==> src/rtl/pipe_hazard_pkg.sv <==
// Shared types and constants for the pipeline hazard controller.
package pipe_hazard_pkg;

    // Register-number width
    localparam int REG_W  = 5;
    // Width of the memory wait-state down-counter (MEM_WAIT 0..15)
    localparam int WAIT_W = 4;

    // Operand-forward select encoding
    localparam logic [1:0] FWD_RF     = 2'b00;
    localparam logic [1:0] FWD_EXALU  = 2'b01;
    localparam logic [1:0] FWD_MEMALU = 2'b10;
    localparam logic [1:0] FWD_MEMLD  = 2'b11;

    typedef enum logic {
        ST_RUN     = 1'b0,
        ST_MEMWAIT = 1'b1
    } state_t;

    // Destination info shadowed for one pipeline stage
    typedef struct packed {
        logic [REG_W-1:0] rn;
        logic             wreg;
        logic             m2reg;
    } shadow_t;

endpackage

==> src/rtl/fwd_select.sv <==
// Operand-forward select for one source register. First match wins:
// EX ALU result, then MEM (ALU or load data), otherwise the register file.
module fwd_select
    import pipe_hazard_pkg::*;
(
    input  logic [REG_W-1:0] src_i,
    input  logic             use_i,
    input  logic [REG_W-1:0] ex_rn_i,
    input  logic             ex_wreg_i,
    input  logic             ex_m2reg_i,
    input  logic [REG_W-1:0] mem_rn_i,
    input  logic             mem_wreg_i,
    input  logic             mem_m2reg_i,
    output logic [1:0]       sel_o
);

    // Priority compare against the EX shadow, then the MEM shadow.
    // A load in EX is never forwarded; that case is covered by the load-use stall.
    always_comb begin
        sel_o = FWD_RF;
        if (use_i && (src_i != '0)) begin
            if (ex_wreg_i && !ex_m2reg_i && (ex_rn_i == src_i)) begin
                sel_o = FWD_EXALU;
            end else if (mem_wreg_i && (mem_rn_i == src_i)) begin
                sel_o = mem_m2reg_i ? FWD_MEMLD : FWD_MEMALU;
            end
        end
    end

endmodule

==> src/rtl/pipe_hazard_ctrl.sv <==
// Interlock and forwarding controller for the 5-stage pipeline.
//
// state      | meaning
// -----------+---------------------------------------------------------
// ST_RUN     | normal flow; forwarding, load-use stall and flush active
// ST_MEMWAIT | load in MEM waiting on data memory; whole pipeline frozen
module pipe_hazard_ctrl
    import pipe_hazard_pkg::*;
#(
    parameter int MEM_WAIT = 0,
    parameter int CNT_W    = 16
) (
    input  logic             clk,
    input  logic             clrn,
    input  logic [REG_W-1:0] id_rs,
    input  logic [REG_W-1:0] id_rt,
    input  logic             id_regrt,
    input  logic [REG_W-1:0] id_rn,
    input  logic             id_wreg,
    input  logic             id_m2reg,
    input  logic             id_wmem,
    input  logic [1:0]       id_pcsource,
    output logic             wpcir,
    output logic             bubble,
    output logic             flush_ifid,
    output logic             freeze,
    output logic [1:0]       fwda,
    output logic [1:0]       fwdb,
    output logic [CNT_W-1:0] stall_cnt
);

    localparam bit                HAS_WAIT  = (MEM_WAIT > 0);
    localparam logic [WAIT_W-1:0] WAIT_LOAD = WAIT_W'(MEM_WAIT);
    localparam logic [WAIT_W-1:0] WAIT_ONE  = WAIT_W'(1);
    localparam logic [CNT_W-1:0]  CNT_ONE   = CNT_W'(1);

    state_t            state_q, state_d;
    logic [WAIT_W-1:0] wait_q, wait_d;
    shadow_t           ex_q, ex_d;
    shadow_t           mem_q, mem_d;
    logic [CNT_W-1:0]  stall_cnt_q, stall_cnt_d;

    logic uses_rt;
    logic ldu;
    logic load_enters_mem;

    // Source usage and load-use detection against the load sitting in EX.
    always_comb begin
        uses_rt = ~id_regrt | id_wmem;
        ldu     = ex_q.wreg & ex_q.m2reg & (ex_q.rn != '0) &
                  ((ex_q.rn == id_rs) | (uses_rt & (ex_q.rn == id_rt)));
    end

    // Freeze only exists when memory has wait states; it dominates every
    // other control so nothing is decided on operands that are not yet valid.
    always_comb begin
        freeze     = HAS_WAIT & (state_q == ST_MEMWAIT);
        bubble     = ldu & ~freeze;
        wpcir      = ~(ldu | freeze);
        flush_ifid = (id_pcsource != 2'b00) & ~ldu & ~freeze;
    end

    fwd_select u_fwd_rs (
        .src_i       (id_rs),
        .use_i       (1'b1),
        .ex_rn_i     (ex_q.rn),
        .ex_wreg_i   (ex_q.wreg),
        .ex_m2reg_i  (ex_q.m2reg),
        .mem_rn_i    (mem_q.rn),
        .mem_wreg_i  (mem_q.wreg),
        .mem_m2reg_i (mem_q.m2reg),
        .sel_o       (fwda)
    );

    fwd_select u_fwd_rt (
        .src_i       (id_rt),
        .use_i       (uses_rt),
        .ex_rn_i     (ex_q.rn),
        .ex_wreg_i   (ex_q.wreg),
        .ex_m2reg_i  (ex_q.m2reg),
        .mem_rn_i    (mem_q.rn),
        .mem_wreg_i  (mem_q.wreg),
        .mem_m2reg_i (mem_q.m2reg),
        .sel_o       (fwdb)
    );

    // Next shadow values: advance one stage unless frozen; a bubble enters EX as all zeros.
    always_comb begin
        ex_d  = ex_q;
        mem_d = mem_q;
        if (!freeze) begin
            mem_d = ex_q;
            if (bubble) begin
                ex_d = '0;
            end else begin
                ex_d.rn    = id_rn;
                ex_d.wreg  = id_wreg;
                ex_d.m2reg = id_m2reg;
            end
        end
    end

    assign load_enters_mem = ex_q.m2reg & ex_q.wreg & ~freeze;

    // Next-state logic: a load entering MEM arms the wait down-counter;
    // the pipeline is released on the cycle the counter reaches one.
    always_comb begin
        state_d = state_q;
        wait_d  = wait_q;
        case (state_q)
            ST_RUN: begin
                if (HAS_WAIT && load_enters_mem) begin
                    state_d = ST_MEMWAIT;
                    wait_d  = WAIT_LOAD;
                end
            end
            ST_MEMWAIT: begin
                wait_d = wait_q - WAIT_ONE;
                if (wait_q == WAIT_ONE) begin
                    state_d = ST_RUN;
                end
            end
            default: begin
                state_d = ST_RUN;
                wait_d  = '0;
            end
        endcase
    end

    // Saturating count of cycles in which the front end could not advance.
    always_comb begin
        stall_cnt_d = stall_cnt_q;
        if ((~wpcir | freeze) && (stall_cnt_q != '1)) begin
            stall_cnt_d = stall_cnt_q + CNT_ONE;
        end
    end

    // State, shadow and counter registers with synchronous active-low reset.
    always_ff @(posedge clk) begin
        if (!clrn) begin
            state_q     <= ST_RUN;
            wait_q      <= '0;
            ex_q        <= '0;
            mem_q       <= '0;
            stall_cnt_q <= '0;
        end else begin
            state_q     <= state_d;
            wait_q      <= wait_d;
            ex_q        <= ex_d;
            mem_q       <= mem_d;
            stall_cnt_q <= stall_cnt_d;
        end
    end

    assign stall_cnt = stall_cnt_q;

endmodule
==> config.mk <==
export PLATFORM = sky130hd
export DESIGN_NAME = pipe_hazard_ctrl
export DESIGN_NICKNAME = d
export VERILOG_FILES = /design/src/rtl/pipe_hazard_pkg.sv /design/src/rtl/fwd_select.sv /design/src/rtl/pipe_hazard_ctrl.sv
export SDC_FILE = /design/constraint.sdc
export NUM_CORES = 1
export LEC_CHECK = 0
export ABC_CLOCK_PERIOD_IN_PS = 2200
export CAP_MARGIN = 10
export CORE_UTILIZATION = 42
export CTS_BUF_LIST = sky130_fd_sc_hd__clkbuf_16
export CTS_CLUSTER_DIAMETER = 50
export DETAILED_ROUTE_END_ITERATION = 8
export PLACE_DENSITY = 0.77
export SLEW_MARGIN = 20
export SYNTH_ARGS = -nofsm -noshare
export SYNTH_HDL_FRONTEND = slang
export SYNTH_SLANG_ARGS = --single-unit
==> constraint.sdc <==
create_clock -name clk -period 2.2 [get_ports clk]
set_clock_uncertainty 0.15 [all_clocks]
set_input_delay 0.33 -clock clk [delete_from_list [all_inputs] [get_ports clk]]
set_output_delay 0.33 -clock clk [all_outputs]
set_load 0.05 [all_outputs]
==> summary.md <==
## STA
* 0.663 — worst slew margin relative to its limit
* 16 — Final Setup Violations
* -277 ps — setup slack after layout
* 1.13 — ratio of final minimum period to clock period
* 0 — Hold Vio Cnt, Final
* 2480 ps — minimum period implied by the final worst setup slack
* 404 MHz — Max Clock Freq
* -1670 ps — aggregate negative setup slack
* 503 ps — worst-margin pin slew
* 0 — total count of max-transition violations in the final report
* true — setup repair after global routing missed its margin

## Finish
* 63.5% — layout overhead on the synthesized area
* 303 — number of standard cells in the final layout excluding fillers
* 0.736 — final core utilization
* 0 — antenna fix cells
* 280 — fin nets
* 0.272 — layout cell share with drive strength beyond 1

## Clock network
* 2 — worst-case clock buffer depth
* sky130_fd_sc_hd__clkbuf_16 — cell at the root of the clock tree
* 2 — CTS HTree Levels
* 50 ps — clock transition at the register clock pins on the worst setup and hold paths after CTS
* 30 — CTS sink count
* 270 ps — clock network latency to the later pin of the worst-skew pair
* done — TritonCTS clock tree
* 5 — number of CTS-inserted buffers

## Power
* 323 uW — switching component of the power
* 0.378 — share of total power in sequential cells
* 1180 uW — Internal Pwr Total
* 0.00102 uW — leakage power
* 1510 uW — Power, Total
* 0.118 — portion of total power attributed to combinational logic
* 0.503 — Clock Power Share
* 0.214 — share of total power consumed by net switching
* 595 nW/um^2 — power density of the placed cells
* 0.493 mV — IR Drop Worst-Case VDD

## Routing
* 13.7 um — wire length per cell
* 0 — detailed-route DRC error count
* 5.08 — Avg Vias per Cell
* 4 — DR pass1 iterations
* 4.16 mm — WL final
* 1,538 — count of vias placed by the detailed router
* 0 — number of nets with antenna violations after detailed routing
* 84 — First DRT Iteration DRCs

## GRT
* 1,443 — number of global-route vias before repair
* 0 — GRT overflow
* 22 — largest net degree at the start of global routing
* 0.210 — All-Layer GR Usage
* 0 — initial antenna violation count
* 6.41 mm — wire length of the first global-routing pass

## Synth
* 1550 um^2 — post-synthesis cell area
* 0 — Synth Warn #
* 182 — post-synthesis cell count
* sky130_fd_sc_hd__dfxtp_1 — top cell type by total area after synthesis
* sky130_fd_sc_hd__dfxtp_1 — Most used DFF post-synth
* 0.388 — portion of synthesized cell area occupied by the leading cell type
* 0 — EDFF count, synth
* sky130_fd_sc_hd__dfxtp_1 39%, sky130_fd_sc_hd__xnor2_1 9.0%, sky130_fd_sc_hd__mux2i_1 5.8%, sky130_fd_sc_hd__nand2_1 5.3%, sky130_fd_sc_hd__and2_1 4.4% — top post-synthesis cells by area
* 206 — Mapped Nets
* 8.51 um^2 — syn_area_per_cell
* 0.388 — Seq/Total Area, Yosys
* 32 — count of unique library cells instantiated by Yosys
* 30 — number of synthesized register bits
* 0 — Async SR Flop Fraction

## Placed design
* -450 ps — placement-stage worst setup slack
* 45 — port buffer count
* 2.79 mm — final HPWL from detailed placement
* 290 — cell count after placement
* 0.852 — weighted congestion reported at the end of routability-driven placement

## Critical path
* flip-flop — kind of start point of the critical path
* 410 ps — biggest cell delay along the critical path
* flip-flop to primary output — Setup CP Type
* 8 — largest driver fanout on the critical path
* -170 ps — setup slack of the worst register-to-register path
* xnor2_1, nand3_1, or3b_4, a21o_4, buf_4, buf_8 — cell-by-cell trace of the critical path
* primary output — CP Capture Type
* 1720 ps — Required @ worst endpoint
* simple AND/OR/NAND/NOR gates — kind of cell with the highest combined delay on the critical path
* sky130_fd_sc_hd__or3b_4 — worst-path cell with the longest stage delay
* 2000 ps — endpoint arrival time on the critical path
* 2 — combined buffer and inverter count along the critical path

## Floorplanning
* 21 — number of cell rows
* 0.450 — initial core utilization
* 3940 um^2 — Die Area
* 62.7 um — Die Span X
* 47 — top-level I/O count
* 3440 um^2 — area inside the core boundary
* 62.7 um — Die H

## Run status
* negative setup slack — violations in the final reports
* finished, violations left — result of the run

## Hold path
* flip-flop to flip-flop — worst min path class

## Run
* 0 — max-cap violations

==> power groups by stage <==
stage               sequential (uW)  clock (uW)  combinational (uW)
floorplan                       577           0                73.6
global placement                579           0                 155
detailed placement              580           0                 158
CTS                             569         766                 167
global route                    570         797                 192
finish                          570         758                 178
==> per-stage QoR <==
step | area [um^2] | hold WS, ps
floorplan | 1570 | 295
detailed placement | 2210 | 337
global route | 2530 | 345
finish | 2530 | 323
global placement | 2210 | 317
CTS | 2480 | 328
==> layer usage <==
metal	track usage	vias to the layer above	wire, um
met5	0	-	0
met4	0.0901	0	46
met3	0.0511	5	168
met2	0.318	43	1980
met1	0.281	707	1960
li1	-	783	-
==> kinds of logic (layout without fill, tap and decap cells) <==
family / after synthesis / after routing / share of synthesized area
AND/OR/NAND/NOR: 90 / 90 / 0.315
flip-flops: 30 / 30 / 0.388
XOR/XNOR: 21 / 21 / 0.119
AO/OA/AOI/OAI: 19 / 19 / 0.0792
buffers and inverters: 11 / 86 / 0.0307
multiplexers: 9 / 9 / 0.0582
adder cells (fa/ha/maj): 1 / 1 / 0.00808
other: 1 / 1 / 0.00242
==> repair_timing <==
| action | 4_1_cts | 5_1_grt |
|---|---|---|
| setup endpoints to repair | 14 | 23 |
| pin swaps | 16 | 15 |
| resized for setup | 36 | 20 |
| setup buffers | 2 | 2 |
| gates cloned | 1 | 0 |
| hold buffers | 0 | 0 |
==> worst reg2reg max path, cell delays in order, from the launching register on <==
cell,delay [ps]
sky130_fd_sc_hd__dfxtp_1,330
sky130_fd_sc_hd__xnor2_1,240
sky130_fd_sc_hd__nand3_1,180
sky130_fd_sc_hd__or3b_4,410
sky130_fd_sc_hd__a21o_4,250
sky130_fd_sc_hd__buf_4,140
sky130_fd_sc_hd__buf_6,110
sky130_fd_sc_hd__or3_4,360
sky130_fd_sc_hd__a21oi_2,140
==> state kept, by name, summed over array words and instances (netlist names) <==
register   flops
mem_q          7
ex_q           7
stall_cnt     16
==> cells in the final DEF (no fill, tap or decap), drive strengths merged, types with 6 or more instances in the layout <==
cell type      instances
buf                   36
dfxtp                 30
clkdlybuf4s50         28
nand2                 22
xnor2                 16
and2                  11
nand2b                10
nand4                  9
mux2i                  9
nor2                   9
and3                   8
clkbuf                 8
nand3                  7
or4                    6
==> worst paths after layout <==
path / from / end / cells after the start
min reg2reg: ex_q[4]$_SDFF_PP0_ / mem_q[4]$_SDFF_PN0_ / 1
max reg2reg: ex_q[2]$_SDFF_PP0_ / stall_cnt[6]$_SDFFE_PN0P_ / 8
min: ex_q[4]$_SDFF_PP0_ / mem_q[4]$_SDFF_PN0_ / 1
max: ex_q[2]$_SDFF_PP0_ / wpcir / 6
==> cell usage after synthesis (4+ instances only) <==
master / count
sky130_fd_sc_hd__or4_1: 6
sky130_fd_sc_hd__nand2b_1: 10
sky130_fd_sc_hd__inv_1: 4
sky130_fd_sc_hd__a21oi_1: 5
sky130_fd_sc_hd__mux2i_1: 9
sky130_fd_sc_hd__clkbuf_1: 4
sky130_fd_sc_hd__and3_1: 8
sky130_fd_sc_hd__nand2_1: 22
sky130_fd_sc_hd__nand4_1: 9
sky130_fd_sc_hd__o21ai_0: 5
sky130_fd_sc_hd__xor2_1: 5
sky130_fd_sc_hd__dfxtp_1: 30
sky130_fd_sc_hd__nor2_1: 9
sky130_fd_sc_hd__xnor2_1: 16
sky130_fd_sc_hd__nand3_1: 7
sky130_fd_sc_hd__and2_1: 11
==> final cells by class <==
type                    count  area [um^2]
multi-input cells         141         1010
fillers                   254          910
repair buffers             74          677
flip-flops and latches     30          604
clock buffers               5          125
well taps                  46         57.6
clock inverters             3         41.3
inverters                   4         18.8
No activity file was read; power rests on OpenSTA's default activity.
